`src/rtl/fetch_stage_if.sv`:
```
// fetch_stage_if: bundles the instruction-memory bus and the decode-side
// output handshake of the fetch stage.
//
// Signals:
//   imem_addr/imem_en/imem_wr  fetch -> memory   read address and strobe; imem_wr is always 0
//   imem_rdata                 memory -> fetch   instruction, returned in the same cycle
//   redirect_valid/redirect_pc downstream -> fetch  flush and reload the PC
//   out_valid/out_inst/out_pc/out_pc_plus2  fetch -> decode  FIFO head
//   out_ready                  decode -> fetch   accept the head
//   halted                     fetch -> env      a HALT was fetched and fetch is stopped
//
// Handshake: a head entry transfers on a rising edge where out_valid=1 and
// out_ready=1 and redirect_valid=0. While out_valid=1 and out_ready=0 the
// out_* values hold. out_ready has no effect while out_valid=0.
//
// Modports: master = fetch stage, slave = memory/decode side.
interface fetch_stage_if;
  logic [15:0] imem_addr;
  logic        imem_en;
  logic        imem_wr;
  logic [15:0] imem_rdata;
  logic        redirect_valid;
  logic [15:0] redirect_pc;
  logic        out_valid;
  logic        out_ready;
  logic [15:0] out_inst;
  logic [15:0] out_pc;
  logic [15:0] out_pc_plus2;
  logic        halted;

  modport master (
    output imem_addr, imem_en, imem_wr,
    input  imem_rdata,
    input  redirect_valid, redirect_pc,
    output out_valid, out_inst, out_pc, out_pc_plus2,
    input  out_ready,
    output halted
  );

  modport slave (
    input  imem_addr, imem_en, imem_wr,
    output imem_rdata,
    output redirect_valid, redirect_pc,
    input  out_valid, out_inst, out_pc, out_pc_plus2,
    output out_ready,
    input  halted
  );
endinterface

```
`src/rtl/fetch_stage.sv`:
```
// fetch_stage: instruction-fetch front end. Holds the PC, reads the
// single-cycle instruction memory, and queues {instruction, PC} pairs in a
// small FIFO drained by decode. Redirects flush the FIFO and reload the PC;
// a fetched HALT stops fetching until the next redirect or reset.
//
// Ports:
//   clk  system clock, rising edge
//   rst  asynchronous active-high reset
//   bus  fetch_stage_if.master (memory bus, redirect, decode handshake, halted)
module fetch_stage #(
  parameter logic [15:0] RESET_PC    = 16'h0000,
  parameter int          FIFO_DEPTH  = 2,
  parameter logic [4:0]  HALT_OPCODE = 5'b00000
) (
  input  logic          clk,
  input  logic          rst,
  fetch_stage_if.master bus
);
  localparam int AW = (FIFO_DEPTH > 1) ? $clog2(FIFO_DEPTH) : 1;
  localparam int CW = AW + 1;

  logic [15:0]   pc;
  logic          halted_q;
  logic [AW-1:0] rd_ptr;
  logic [AW-1:0] wr_ptr;
  logic [CW-1:0] count;
  logic [15:0]   inst_mem [FIFO_DEPTH];
  logic [15:0]   pc_mem   [FIFO_DEPTH];

  logic head_valid;
  logic pop;
  logic not_full;
  logic fetch_ok;
  logic is_halt;

  assign head_valid = (count != '0);
  assign pop        = head_valid & bus.out_ready;
  assign not_full   = (count < CW'(FIFO_DEPTH));
  // A full FIFO may still accept a push when the head leaves on the same edge.
  assign fetch_ok   = ~rst & ~halted_q & ~bus.redirect_valid & (not_full | pop);
  assign is_halt    = (bus.imem_rdata[15:11] == HALT_OPCODE);

  assign bus.imem_addr    = pc & 16'hFFFE;
  assign bus.imem_en      = fetch_ok;
  assign bus.imem_wr      = 1'b0;
  assign bus.out_valid    = head_valid;
  // Storage is not reset, so outputs are forced to zero while the FIFO is empty.
  assign bus.out_inst     = head_valid ? inst_mem[rd_ptr] : 16'h0000;
  assign bus.out_pc       = head_valid ? pc_mem[rd_ptr]   : 16'h0000;
  assign bus.out_pc_plus2 = head_valid ? (pc_mem[rd_ptr] + 16'd2) : 16'h0000;
  assign bus.halted       = halted_q;

  always_ff @(posedge clk or posedge rst) begin
    if (rst) begin
      pc       <= RESET_PC & 16'hFFFE;
      halted_q <= 1'b0;
      rd_ptr   <= '0;
      wr_ptr   <= '0;
      count    <= '0;
    end else if (bus.redirect_valid) begin
      // Redirect wins over everything: drop all entries, including the head.
      pc       <= bus.redirect_pc & 16'hFFFE;
      halted_q <= 1'b0;
      rd_ptr   <= '0;
      wr_ptr   <= '0;
      count    <= '0;
    end else begin
      if (fetch_ok) begin
        // pc advances past a HALT too, so it rests at HALT address + 2.
        pc     <= pc + 16'd2;
        wr_ptr <= wr_ptr + 1'b1;
        if (is_halt) begin
          halted_q <= 1'b1;
        end
      end
      if (pop) begin
        rd_ptr <= rd_ptr + 1'b1;
      end
      case ({fetch_ok, pop})
        2'b10:   count <= count + 1'b1;
        2'b01:   count <= count - 1'b1;
        default: count <= count;
      endcase
    end
  end

  always_ff @(posedge clk) begin
    if (fetch_ok) begin
      inst_mem[wr_ptr] <= bus.imem_rdata;
      pc_mem[wr_ptr]   <= pc & 16'hFFFE;
    end
  end
endmodule

```
`src/flat_wrapper.sv`:
```
// flat-port wrapper written by rule: the top's interface ports become plain ports
module fetch_stage_flat 
#(
  parameter logic [15:0] RESET_PC    = 16'h0000,
  parameter int          FIFO_DEPTH  = 2,
  parameter logic [4:0]  HALT_OPCODE = 5'b00000
)
  (clk, rst, bus_imem_addr, bus_imem_en, bus_imem_wr, bus_imem_rdata, bus_redirect_valid, bus_redirect_pc, bus_out_valid, bus_out_inst, bus_out_pc, bus_out_pc_plus2, bus_out_ready, bus_halted);
  fetch_stage_if bus_i ();
  input  logic clk;
  input  logic rst;
  output wire logic [$bits(bus_i.imem_addr)-1:0] bus_imem_addr;
  output wire logic [$bits(bus_i.imem_en)-1:0] bus_imem_en;
  output wire logic [$bits(bus_i.imem_wr)-1:0] bus_imem_wr;
  input wire logic [$bits(bus_i.imem_rdata)-1:0] bus_imem_rdata;
  input wire logic [$bits(bus_i.redirect_valid)-1:0] bus_redirect_valid;
  input wire logic [$bits(bus_i.redirect_pc)-1:0] bus_redirect_pc;
  output wire logic [$bits(bus_i.out_valid)-1:0] bus_out_valid;
  output wire logic [$bits(bus_i.out_inst)-1:0] bus_out_inst;
  output wire logic [$bits(bus_i.out_pc)-1:0] bus_out_pc;
  output wire logic [$bits(bus_i.out_pc_plus2)-1:0] bus_out_pc_plus2;
  input wire logic [$bits(bus_i.out_ready)-1:0] bus_out_ready;
  output wire logic [$bits(bus_i.halted)-1:0] bus_halted;
  assign bus_imem_addr = bus_i.imem_addr;
  assign bus_imem_en = bus_i.imem_en;
  assign bus_imem_wr = bus_i.imem_wr;
  assign bus_i.imem_rdata = bus_imem_rdata;
  assign bus_i.redirect_valid = bus_redirect_valid;
  assign bus_i.redirect_pc = bus_redirect_pc;
  assign bus_out_valid = bus_i.out_valid;
  assign bus_out_inst = bus_i.out_inst;
  assign bus_out_pc = bus_i.out_pc;
  assign bus_out_pc_plus2 = bus_i.out_pc_plus2;
  assign bus_i.out_ready = bus_out_ready;
  assign bus_halted = bus_i.halted;
  fetch_stage #(.RESET_PC(RESET_PC), .FIFO_DEPTH(FIFO_DEPTH), .HALT_OPCODE(HALT_OPCODE)) u_core (.clk(clk), .rst(rst), .bus(bus_i));
endmodule
```
`config.mk`:
```
export PLATFORM = sky130hd
export DESIGN_NAME = fetch_stage_flat
export DESIGN_NICKNAME = d
export VERILOG_FILES = /design/src/rtl/fetch_stage_if.sv /design/src/rtl/fetch_stage.sv /design/src/flat_wrapper.sv
export SDC_FILE = /design/constraint.sdc
export NUM_CORES = 1
export LEC_CHECK = 0
export BUFFER_PORTS_ARGS = -buffer_cell sky130_fd_sc_hd__buf_2
export CAP_MARGIN = 20
export CORE_MARGIN = 4
export CORE_UTILIZATION = 30
export DETAILED_ROUTE_END_ITERATION = 8
export PLACE_DENSITY_LB_ADDON = 0.15
export SETUP_SLACK_MARGIN = 0.15
export SLEW_MARGIN = 5
export SYNTH_ARGS = -nofsm -noshare
export SYNTH_HDL_FRONTEND = slang
export SYNTH_SLANG_ARGS = --single-unit
```
`constraint.sdc`:
```
create_clock -name clk -period 8.55 [get_ports clk]
set_input_delay 0.855 -clock clk [delete_from_list [all_inputs] [get_ports clk]]
set_output_delay 0.855 -clock clk [all_outputs]
set_load 0.02 [all_outputs]
```
==> metrics.md <==
| Metric | Value |
|---|---|
| Psw | `approximately 290 uW` |
| CP endpoint kind | `output pin` |
| Crit path launch type | `flop` |
| Top-area cell type share of the netlist area | `0.4739` |
| Yosys warning total | `0` |
| Diode count | `0` |
| Area of the mapped netlist | `roughly 3900 um^2` |
| Power Total | `around 1.0 mW` |
| Net Sw Frac | `0.2774` |
| Overall Global Routing Usage | `0.1272` |
| Dominant cells by area after synthesis | `edfxtp_1 47%, dfrtp_1 13%, mux2i_1 6.9%` |
| I/O Pins | `104` |
| Fin util | `0.3818` |
| CTS Buf Count | `9` |
| Seq pwr share | `0.469` |
| Row cnt | `slightly above 40` |
| Clock share of power | `0.364` |
| Internal | `roughly 740 uW` |
| Vias/cell | `4.568` |
| Comb power frac | `0.168` |
| CTS tree | `yes` |
| Commonest register cell after synthesis | `edfxtp_1` |
| Normalized max-slew margin | `0.4480` |
| Post-Synthesis Cells | `322` |
| Slew at the pin closest to its max-slew limit | `0.8272 ns` |
| Most common cell in the netlist | `edfxtp_1` |
| Nets | `approximately 460` |
| Worst path max stage delay | `0.66 ns` |
| Biggest area consumer among synthesized cells | `edfxtp_1` |
| Die Height | `~120 um` |
| Syn Area/Cell | `about 12 um^2` |
| Post-route ant nets | `0` |
| Port bufs | `98` |
| Crit path time final | `3.990 ns` |
| Required time worst endpoint | `a little under 8 ns` |
| RSZ-0062 raised after global routing | `false` |
| Fin cells | `a little under 600` |
| Skew final | `between 0.007 and 0.008 ns` |
| Hold buffers post-CTS | `0` |
| Longest Clk Path Bufs | `2` |
| Routed wire length | `9116 um` |
| Die width | `122.4 um` |
| Slowest cell on crit path | `dfrtp_2` |
| First-pass GRT wire length | `around 14000 um` |
| Starting Density | `0.3088` |
| Clock sink count | `82` |
| Max VDD drop | `between 70 and 80 uV` |
| Placed Area | `approximately 4600 um^2` |
| Status | `finished clean` |
| Period utilization | `0.4667` |
| DR vias | `2727` |
| Detailed Route Iter0 Violations | `about 120` |
| Worst path bufs/invs | `2` |
| Detailed Place HPWL | `roughly 6400 um` |
| H-tree Lvls | `3` |
| Routed wire per std cell | `15.27 um` |
| Die area | `~15000 um^2` |
| Area growth from synthesis to layout | `23.63%` |
| CP top delay family | `flip-flops` |
| Sequential fraction of the synthesis area | `0.6013` |
| Hold WC Path Type | `flop to flop` |
| Kind of critical path | `flop to output pin` |
| FF+latch count, synth | `a little over 80` |
| Initial antenna violation count | `0` |
| Clk Latency, worst-skew pair | `between 0.3 and 0.4 ns` |
| Vias in the first global route | `approximately 2.8k` |
| Largest net degree at the start of global routing | `39` |
| Max-cap violation count | `0` |
| Post-CTS resize count | `0` |
| Core ar. | `12720 um^2` |
| Remaining DRCs | `0` |
| Final RePlAce weighted congestion | `~0.8` |
| DRT Pass-1 Iters | `4` |
| Fraction of layout cells with a size suffix above 1 | `0.3247` |
| Synth unique cells | `between 40 and 50` |
| # setup viols final | `0` |
| Maximum clock frequency | `250.6 MHz` |
| Leakage | `slightly below 2 nW` |
| Worst Path Max Fanout | `34` |
| Post-synth top cells | `62 x edfxtp_1, 46 x nor2_1, 29 x nand2_1` |
| Crit path DAT | `around 3.1 ns` |
| Final Slew Violations | `0` |
| Number of synthesized flops with an enable pin | `62` |
| Pwr dens | `around 210 nW/um^2` |
| Worst-path clk slew | `about 0.060 ns` |
| Setup TNS | `0 ns` |
| Final instance area | `a little under 5000 um^2` |
| Crit-path cells | `buf_4 -> mux2_2 -> ha_1 -> and2_0 -> and2_1 -> a21oi_1 -> o21ba_1 -> buf_2` |
| Final hold viol count | `0` |
| Root Driver | `clkbuf_16` |
| Gr ovfl total | `0` |
| Inst Count DP | `581` |
| Post-CTS Setup Repair Bufs | `0` |
| Ys async rst share | `0.2439` |
==> worst reg2reg max path: stages, from the launching register on <==
cell and delay (ns):
dfrtp_1 0.40, or2_1 0.40, or2_2 0.38, nor2_1 0.17
and2_1 0.15, buf_4 0.40
==> cells in the final DEF (no fill, tap or decap), drive strengths merged, types with 11 or more instances in the layout <==
| master | n |
|---|---|
| buf | 103 |
| edfxtp | 62 |
| nor2 | 47 |
| nand2 | 29 |
| mux2i | 27 |
| dfrtp | 20 |
| o21ai | 17 |
| xor2 | 14 |
| nand3 | 11 |
==> stage by stage <==
step                worst slack, ns  hold WS (ns)
floorplan                     4.441        0.5245
global placement              4.931        0.5224
detailed placement            4.877        0.5509
CTS                           4.512        0.5669
global route                  4.393        0.5765
finish                        4.560        0.5601
==> path summary, 6_finish.rpt <==
path	startpoint	end	slack [ns]	cells past startpoint
setup / recovery	u_core.rd_ptr	bus_out_pc_plus2[9]	4.56	8
hold / removal	u_core.pc[13]	u_core.pc_mem[1][12]	0.56	0
setup reg to reg	u_core.bus.halted	u_core.inst_mem[1][6]	6.28	5
hold reg to reg	u_core.pc[13]	u_core.pc_mem[1][12]	0.56	0
max in group asynchronous	rst	u_core.rd_ptr	7.30	2
min in group asynchronous	rst	u_core.pc[5]	0.69	2
==> cell families (layout without fill, tap and decap cells) <==
family / after synthesis / after routing / synth area share
XOR/XNOR: 24 / 24 / 0.05350
buffers and inverters: 22 / 122 / 0.03376
flip-flops: 82 / 82 / 0.6013
adder cells (fa/ha/maj): 2 / 2 / 0.006368
multiplexers: 31 / 31 / 0.08121
AO/OA/AOI/OAI: 36 / 36 / 0.05988
AND/OR/NAND/NOR: 124 / 124 / 0.1631
other: 1 / 4 / 0.0009545
==> sequential cells by signal, summed over array words and instances, names as in the netlist <==
name / count
u_core.pc_mem: 30
u_core.wr_ptr: 1
u_core.inst_mem: 32
u_core.rd_ptr: 1
u_core.pc: 15
u_core.count: 2
u_core.bus.halted: 1
==> area by class of cell <==
| type | instances | area [um^2] |
|---|---|---|
| fill | 1314 | 7865 |
| clock inverter | 6 | 57.56 |
| timing repair buffer | 103 | 528.0 |
| sequential | 82 | 2364 |
| tap | 172 | 215.2 |
| inverter | 3 | 11.26 |
| multi-input combinational | 221 | 1453 |
| clock buffer | 10 | 229.0 |
==> power groups by stage <==
stage                     Clock (mW)  Sequential [mW]  Combinational, mW
final                          0.374            0.482              0.172
after global routing           0.398            0.486              0.189
after CTS                      0.383            0.482              0.176
after detailed placement           0            0.491              0.175
after global placement             0            0.490              0.173
after floorplan                    0            0.489              0.116
==> routing by layer <==
| metal | track usage | wire length [um] | vias up |
|---|---|---|---|
| met3 | 0.02258 | 446 | 12 |
| met1 | 0.1728 | 4187 | 1310 |
| met2 | 0.1982 | 4315 | 64 |
| li1 | - | - | 1341 |
| met4 | 0.05878 | 166 | 0 |
| met5 | 0 | 0 | - |
(Power assumes the default switching activity.)
